==> src/rtl/midi_voice_allocator_pkg.sv <==
// Shared MIDI constants, FSM encodings and message decode for the voice allocator.
package midi_voice_allocator_pkg;

  localparam int unsigned MSG_W    = 24;
  localparam int unsigned NOTE_W   = 7;
  localparam int unsigned DROP_W   = 8;

  localparam logic [3:0] NIB_NOTE_OFF     = 4'h8;
  localparam logic [3:0] NIB_NOTE_ON      = 4'h9;
  localparam logic [3:0] NIB_CC           = 4'hB;
  localparam logic [6:0] CC_ALL_NOTES_OFF = 7'd123;

  typedef enum logic [1:0] {
    ST_IDLE   = 2'd0,
    ST_DECODE = 2'd1,
    ST_SCAN   = 2'd2,
    ST_COMMIT = 2'd3
  } state_e;

  typedef enum logic [1:0] {
    CMD_NONE     = 2'd0,
    CMD_NOTE_ON  = 2'd1,
    CMD_NOTE_OFF = 2'd2,
    CMD_ALL_OFF  = 2'd3
  } cmd_e;

  typedef struct packed {
    logic [7:0] status;
    logic [7:0] data1;
    logic [7:0] data2;
  } midi_msg_t;

  // Classify a channel-accepted message; Note On with velocity 0 is a Note Off.
  function automatic cmd_e decode_cmd(input midi_msg_t m);
    cmd_e cmd;
    cmd = CMD_NONE;
    case (m.status[7:4])
      NIB_NOTE_ON:  cmd = (m.data2[6:0] != 7'd0) ? CMD_NOTE_ON : CMD_NOTE_OFF;
      NIB_NOTE_OFF: cmd = CMD_NOTE_OFF;
      NIB_CC:       if (m.data1[6:0] == CC_ALL_NOTES_OFF) cmd = CMD_ALL_OFF;
      default:      cmd = CMD_NONE;
    endcase
    return cmd;
  endfunction

endpackage

==> src/rtl/midi_voice_lru.sv <==
// Least-recently-allocated ranking of voices; rank 0 is newest, NUM_VOICES-1 oldest.
module midi_voice_lru
  import midi_voice_allocator_pkg::*;
#(
  parameter int unsigned NUM_VOICES = 4,
  parameter int unsigned IDX_W      = 2
) (
  input  logic             clock,
  input  logic             clr_n,
  input  logic             touch,
  input  logic [IDX_W-1:0] touch_idx,
  output logic [IDX_W-1:0] oldest_idx
);

  logic [IDX_W-1:0] rank_q [NUM_VOICES];

  // Touched voice becomes newest; voices that were newer than it age by one.
  always_ff @(posedge clock or negedge clr_n) begin
    if (!clr_n) begin
      for (int i = 0; i < NUM_VOICES; i++) rank_q[i] <= IDX_W'(i);
    end else if (touch) begin
      for (int i = 0; i < NUM_VOICES; i++) begin
        if (IDX_W'(i) == touch_idx) begin
          rank_q[i] <= '0;
        end else if (rank_q[i] < rank_q[touch_idx]) begin
          rank_q[i] <= rank_q[i] + IDX_W'(1);
        end
      end
    end
  end

  // Locate the voice holding the oldest rank.
  always_comb begin
    oldest_idx = '0;
    for (int i = 0; i < NUM_VOICES; i++) begin
      if (rank_q[i] == IDX_W'(NUM_VOICES - 1)) oldest_idx = IDX_W'(i);
    end
  end

endmodule

==> src/rtl/midi_voice_allocator.sv <==
// Maps channel-filtered MIDI Note On/Off onto a fixed voice pool with retrigger/free/steal policy.
module midi_voice_allocator
  import midi_voice_allocator_pkg::*;
#(
  parameter int unsigned NUM_VOICES = 4,
  parameter int unsigned IDX_W      = 2,
  parameter int unsigned CHANNEL    = 0,
  parameter bit          OMNI       = 1'b0
) (
  input  logic                         clock,
  input  logic                         clr_n,
  input  logic                         msg_valid,
  input  logic [MSG_W-1:0]             msg_bytes,
  output logic                         msg_ready,
  output logic [NUM_VOICES-1:0]        voice_gate,
  output logic [NOTE_W*NUM_VOICES-1:0] voice_note,
  output logic [NOTE_W*NUM_VOICES-1:0] voice_vel,
  output logic                         voice_update,
  output logic [IDX_W-1:0]             voice_update_idx,
  output logic [DROP_W-1:0]            drop_count
);

  state_e                state_q;
  cmd_e                  cmd_q;
  midi_msg_t             msg_q;
  logic                  ready_q;
  logic [NUM_VOICES-1:0] gate_q;
  logic [NOTE_W-1:0]     note_q [NUM_VOICES];
  logic [NOTE_W-1:0]     vel_q  [NUM_VOICES];
  logic                  upd_q;
  logic [IDX_W-1:0]      upd_idx_q;
  logic [DROP_W-1:0]     drop_q;
  logic [IDX_W-1:0]      scan_idx_q;
  logic [IDX_W-1:0]      hit_idx_q;
  logic [IDX_W-1:0]      free_idx_q;
  logic                  hit_found_q;
  logic                  free_found_q;

  logic                  chan_ok_c;
  cmd_e                  dec_cmd_c;
  logic [IDX_W-1:0]      oldest_idx_c;
  logic [IDX_W-1:0]      target_idx_c;
  logic                  touch_c;
  logic                  unused_msg_bits;

  // Data bytes carry 7-bit payloads; the top bit is a don't-care.
  assign unused_msg_bits = ^{msg_q.data1[7], msg_q.data2[7]};

  // Channel filter, command decode and Note On target selection.
  always_comb begin
    chan_ok_c    = OMNI || (msg_q.status[3:0] == 4'(CHANNEL));
    dec_cmd_c    = chan_ok_c ? decode_cmd(msg_q) : CMD_NONE;
    target_idx_c = hit_found_q ? hit_idx_q : (free_found_q ? free_idx_q : oldest_idx_c);
    touch_c      = (state_q == ST_COMMIT) && (cmd_q == CMD_NOTE_ON);
  end

  midi_voice_lru #(
    .NUM_VOICES(NUM_VOICES),
    .IDX_W     (IDX_W)
  ) u_lru (
    .clock     (clock),
    .clr_n     (clr_n),
    .touch     (touch_c),
    .touch_idx (target_idx_c),
    .oldest_idx(oldest_idx_c)
  );

  // Message FSM with registered voice bank, handshake and drop counter.
  always_ff @(posedge clock or negedge clr_n) begin
    if (!clr_n) begin
      state_q      <= ST_IDLE;
      cmd_q        <= CMD_NONE;
      msg_q        <= '0;
      ready_q      <= 1'b1;
      gate_q       <= '0;
      upd_q        <= 1'b0;
      upd_idx_q    <= '0;
      drop_q       <= '0;
      scan_idx_q   <= '0;
      hit_idx_q    <= '0;
      free_idx_q   <= '0;
      hit_found_q  <= 1'b0;
      free_found_q <= 1'b0;
      for (int i = 0; i < NUM_VOICES; i++) begin
        note_q[i] <= '0;
        vel_q[i]  <= '0;
      end
    end else begin
      upd_q <= 1'b0;
      if (msg_valid && !ready_q && (drop_q != '1)) drop_q <= drop_q + DROP_W'(1);
      case (state_q)
        ST_IDLE: begin
          if (msg_valid) begin
            msg_q   <= msg_bytes;
            ready_q <= 1'b0;
            state_q <= ST_DECODE;
          end
        end
        ST_DECODE: begin
          scan_idx_q   <= '0;
          hit_found_q  <= 1'b0;
          free_found_q <= 1'b0;
          cmd_q        <= dec_cmd_c;
          if ((dec_cmd_c == CMD_NOTE_ON) || (dec_cmd_c == CMD_NOTE_OFF)) begin
            state_q <= ST_SCAN;
          end else begin
            if (dec_cmd_c == CMD_ALL_OFF) gate_q <= '0;
            ready_q <= 1'b1;
            state_q <= ST_IDLE;
          end
        end
        ST_SCAN: begin
          if (gate_q[scan_idx_q] && (note_q[scan_idx_q] == msg_q.data1[6:0]) && !hit_found_q) begin
            hit_found_q <= 1'b1;
            hit_idx_q   <= scan_idx_q;
          end
          if (!gate_q[scan_idx_q] && !free_found_q) begin
            free_found_q <= 1'b1;
            free_idx_q   <= scan_idx_q;
          end
          if (scan_idx_q == IDX_W'(NUM_VOICES - 1)) state_q <= ST_COMMIT;
          else scan_idx_q <= scan_idx_q + IDX_W'(1);
        end
        ST_COMMIT: begin
          if (cmd_q == CMD_NOTE_ON) begin
            gate_q[target_idx_c] <= 1'b1;
            note_q[target_idx_c] <= msg_q.data1[6:0];
            vel_q[target_idx_c]  <= msg_q.data2[6:0];
            upd_q                <= 1'b1;
            upd_idx_q            <= target_idx_c;
          end else if (hit_found_q) begin
            gate_q[hit_idx_q] <= 1'b0;
            upd_q             <= 1'b1;
            upd_idx_q         <= hit_idx_q;
          end
          ready_q <= 1'b1;
          state_q <= ST_IDLE;
        end
        default: begin
          ready_q <= 1'b1;
          state_q <= ST_IDLE;
        end
      endcase
    end
  end

  // Pack per-voice registers onto the flat output buses.
  always_comb begin
    voice_note = '0;
    voice_vel  = '0;
    for (int i = 0; i < NUM_VOICES; i++) begin
      voice_note[NOTE_W*i +: NOTE_W] = note_q[i];
      voice_vel[NOTE_W*i +: NOTE_W]  = vel_q[i];
    end
  end

  assign msg_ready        = ready_q;
  assign voice_gate       = gate_q;
  assign voice_update     = upd_q;
  assign voice_update_idx = upd_idx_q;
  assign drop_count       = drop_q;

endmodule

==> config.mk <==
export PLATFORM = sky130hd
export DESIGN_NAME = midi_voice_allocator
export DESIGN_NICKNAME = d
export VERILOG_FILES = /design/src/rtl/midi_voice_allocator_pkg.sv /design/src/rtl/midi_voice_lru.sv /design/src/rtl/midi_voice_allocator.sv
export SDC_FILE = /design/constraint.sdc
export NUM_CORES = 1
export LEC_CHECK = 0
export CAP_MARGIN = 20
export CORE_MARGIN = 4
export CORE_UTILIZATION = 49
export CTS_BUF_LIST = sky130_fd_sc_hd__clkbuf_8
export CTS_CLUSTER_SIZE = 40
export DETAILED_ROUTE_END_ITERATION = 10
export MAX_ROUTING_LAYER = met4
export PLACE_DENSITY = 0.78
export SLEW_MARGIN = 30
export SYNTH_ARGS = -nofsm -noshare
export SYNTH_HDL_FRONTEND = slang
export SYNTH_SLANG_ARGS = --single-unit
==> constraint.sdc <==
create_clock -name clock -period 2.46 [get_ports clock]
set_input_delay 0.738 -clock clock [delete_from_list [all_inputs] [get_ports clock]]
set_output_delay 0.738 -clock clock [all_outputs]
set_load 0.01 [all_outputs]
==> impl_metrics.sql <==
INSERT INTO impl_metrics (metric_group, metric, value, unit) VALUES
('status', 'status', 'finished, violations left', ''),
('status', 'violations', 'negative setup slack', ''),
('drt', 'dr_total_vias', '4241', ''),
('worst_setup_path', 'cp_num_buf_inv', '1', ''),
('yosys', 'avgSynthCellArea', '12.90', 'sq um'),
('drt', 'drt_first_pass_iters', '4', ''),
('floorplan', 'die_y', '114.8', 'microns'),
('run', 'max_cap_viol_count', '0', ''),
('worst_setup_path', 'critical_path.slowest_cell', 'or4_4', ''),
('drt', 'finalWirelength', '14430', 'microns'),
('worst_setup_path', 'path_type_of_the_worst_setup_path', 'reg2reg', ''),
('floorplan', 'die_x', '114.8', 'microns'),
('placed_design', 'place.gp.congestion', '0.8978', ''),
('power_and_ir_drop', 'leakage', '0.003379', 'uW'),
('sta', 'finalSetupViolations', '5', ''),
('yosys', 'cells_after_synthesis', '433', ''),
('yosys', 'synth-async-reset-ratio', '100.0', '%'),
('yosys', 'ys.warnings.count', '0', ''),
('sta', 'hold_viol_final', '0', ''),
('grt', 'grt_first_pass_wirelength', '23870', 'microns'),
('placed_design', 'place.detailed.instances', '697', ''),
('worst_setup_path', 'slowest_delay', '0.54', 'ns'),
('worst_setup_path', 'worstSetupPathDepth', '11', ''),
('clock_tree', 'worst_setup_hold_path_clk_slew', '0.07', 'ns'),
('final_layout', 'n_fill_cell', '790', ''),
('sta', 'slew_violations', '0', ''),
('worst_setup_path', 'crit-reg2reg-capture', 'voice_gate[0]', ''),
('floorplan', 'initial_core_util', '50.87', '%'),
('sta', 'min_period_over_period', '105.5', '%'),
('worst_setup_path', 'cp-end-kind', 'register', ''),
('placed_design', 'dpl.hpwl', '9897', 'microns'),
('worst_setup_path', 'critical_path_peak_fanout', '4', ''),
('final_layout', 'layout-area-overhead-vs-synth', '35.83', '%'),
('clock_tree', 'tritoncts.num_buffers', '17', ''),
('yosys', 'postSynthRegisterBits', '114', ''),
('floorplan', 'core_region_area', '10980', 'sq um'),
('drt', 'antenna_violating_nets_post_route', '0', ''),
('final_layout', 'mostFrequentLayoutCell', 'dfrtp_1', ''),
('drt', 'drt_iter0_markers', '259', ''),
('worst_setup_path', 'critPathArrivalTime', '2.93', 'ns'),
('sta', 'max_clock_freq', '0.3852', 'GHz'),
('worst_setup_path', 'crit_path_end', 'voice_gate[0]', ''),
('final_layout', 'drive_above_1_share', '34.83', '%'),
('worst_setup_path', 'r2r_setup_slack', '-0.14', 'ns'),
('worst_setup_path', 'crit_required', '2.80', 'ns'),
('yosys', 'postSynthNetCount', '471', ''),
('worst_setup_path', 'worst-r2r-cell-count', '11', ''),
('final_layout', 'post_layout_nonfiller_instances', '743', ''),
('floorplan', 'top_level_port_count', '99', ''),
('final_layout', 'num_antenna_cells', '0', ''),
('drt', 'remaining_drc_errors', '0', ''),
('worst_setup_path', 'crit_family', 'compound AO/OA/AOI/OAI gates', ''),
('grt', 'grt_start_max_net_pins', '41', ''),
('sta', 'worst_slew_pin_slew', '0.5505', 'ns'),
('yosys', 'yosysUniqueCellTypes', '76', ''),
('sta', 'relSlewSlack', '63.30', '%'),
('placed_design', 'io_buffers', '96', ''),
('grt', 'first_global_vias', '4600', ''),
('grt', 'grt_antenna_before_repair', '0', ''),
('clock_tree', 'clk_sink_count', '114', ''),
('worst_setup_path', 'regToRegStartpoint', 'msg_q[2]', ''),
('worst_setup_path', 'worstSetupStartpoint', 'msg_q[2]', ''),
('floorplan', 'rows', '38', ''),
('clock_tree', 'cts-htree-levels', '4', ''),
('sta', 'worst_slack', '-0.1359', 'ns'),
('clock_tree', 'clock_latency', '0.45', 'ns'),
('yosys', 'synth_enable_flop_cells', '0', ''),
('power_and_ir_drop', 'power.density', '679.4', 'nW/um^2'),
('sta', 'period_needed', '2.596', 'ns'),
('clock_tree', 'clk_root_buffer_cell', 'clkbuf_8', ''),
('grt', 'globalRouteTotalUtil', '24.08', '%');
## power breakdown
| part | switching, uW | leakage, uW | internal (uW) |
|---|---|---|---|
| clock network | 792 | 0.000180 | 813 |
| logic | 525 | 0.00169 | 640 |
| registers | 265 | 0.00151 | 2120 |
| total | 1580 | 0.00338 | 3570 |
## registers in the layout, indices dropped and copies added, names as in the netlist, named ones only
register          cells
cmd_q                 2
drop_count            8
free_found_q          1
free_idx_q            2
hit_found_q           1
hit_idx_q             2
msg_q                22
msg_ready             1
scan_idx_q            2
state_q               1
u_lru.rank_q          8
voice_gate            4
voice_note           28
voice_update          1
voice_update_idx      2
voice_vel            28
## through the flow
step	worst slack, ns	utilization (%)	hold slack [ns]	area, sq um	total power [uW]
floorplan	0.004941	-	0.4424	5598	2972
global placement	-0.1998	64.10	0.4684	7041	3448
detailed placement	-0.2554	64.10	0.4787	7041	3499
CTS	-0.09928	68.23	0.2961	7493	5153
global route	-0.2519	69.09	0.3111	7589	5414
finish	-0.1359	69.09	0.2762	7589	5156
## area by class of cell
class / instances / area (sq um) / share of cell area (%)
Sequential cell: 114 / 2860 / 37.69
Timing Repair Buffer: 156 / 1496 / 19.72
Inverter: 15 / 56.30 / 0.7420
Tap cell: 140 / 175.2 / 2.308
Multi-Input combinational cell: 286 / 2636 / 34.74
Clock buffer: 18 / 247.7 / 3.265
Clock inverter: 14 / 116.4 / 1.533
## logic make-up (layout without fill, tap and decap cells)
logic type | count (synthesis) | in the layout | share of synthesized area (%)
AOI/OAI and AO/OA | 85 | 85 | 11.09
xor gates and xnor gates | 15 | 15 | 2.352
adders and majority gates | 11 | 11 | 2.464
buffers and inverters | 33 | 203 | 3.001
DFF | 114 | 114 | 51.18
muxes | 99 | 99 | 21.88
and+or+nand+nor | 76 | 76 | 8.041
## layer usage
layer | vias to the layer above | GRT usage [%] | part of all wire (%)
met1 | 2171 | 30.95 | 43
met5 | - | - | 0
met4 | 0 | 7.903 | 1.9
li1 | 1936 | - | -
met2 | 113 | 37.99 | 50
met3 | 21 | 5.684 | 4.9
## synth_stat cells (all sizes together), types with 4 or more instances
cell    count  area, sq um
dfrtp     109         2728
mux2       87        979.7
nand2      22        85.09
a21oi      17        85.08
o21ai      17        85.08
inv        15        56.30
buf        13        92.58
nor2       13        51.30
xnor2      12        105.1
ha         11        137.6
nand4       9        56.30
mux4        8        198.9
a211oi      6        50.05
a31oi       5        31.28
clkbuf      5        18.77
dfstp       5        131.4
o211ai      5        37.54
mux2i       4        43.79
nand2b      4        25.02
nand3       4        37.54
nor2b       4        27.53
o31ai       4        43.79
## worst min-delay path by stage
stage,endpoint,slack [ns],depth (start not counted)
after global routing,u_lru.rank_q[7],0.31,1
after CTS,voice_vel[10],0.30,1
after global placement,voice_update_idx[0],0.47,2
after detailed placement,voice_update_idx[1],0.48,2
final,u_lru.rank_q[7],0.28,1
after floorplan,asynchronous set/reset pin,0.44,0
## timing repair
action	4_1_cts	5_1_grt
buffers inserted	6	8
hold buffers	0	0
resized for setup	11	8
endpoints found under the setup margin	21	10
pin swaps	4	5
Power figures use the tool's default switching activity.
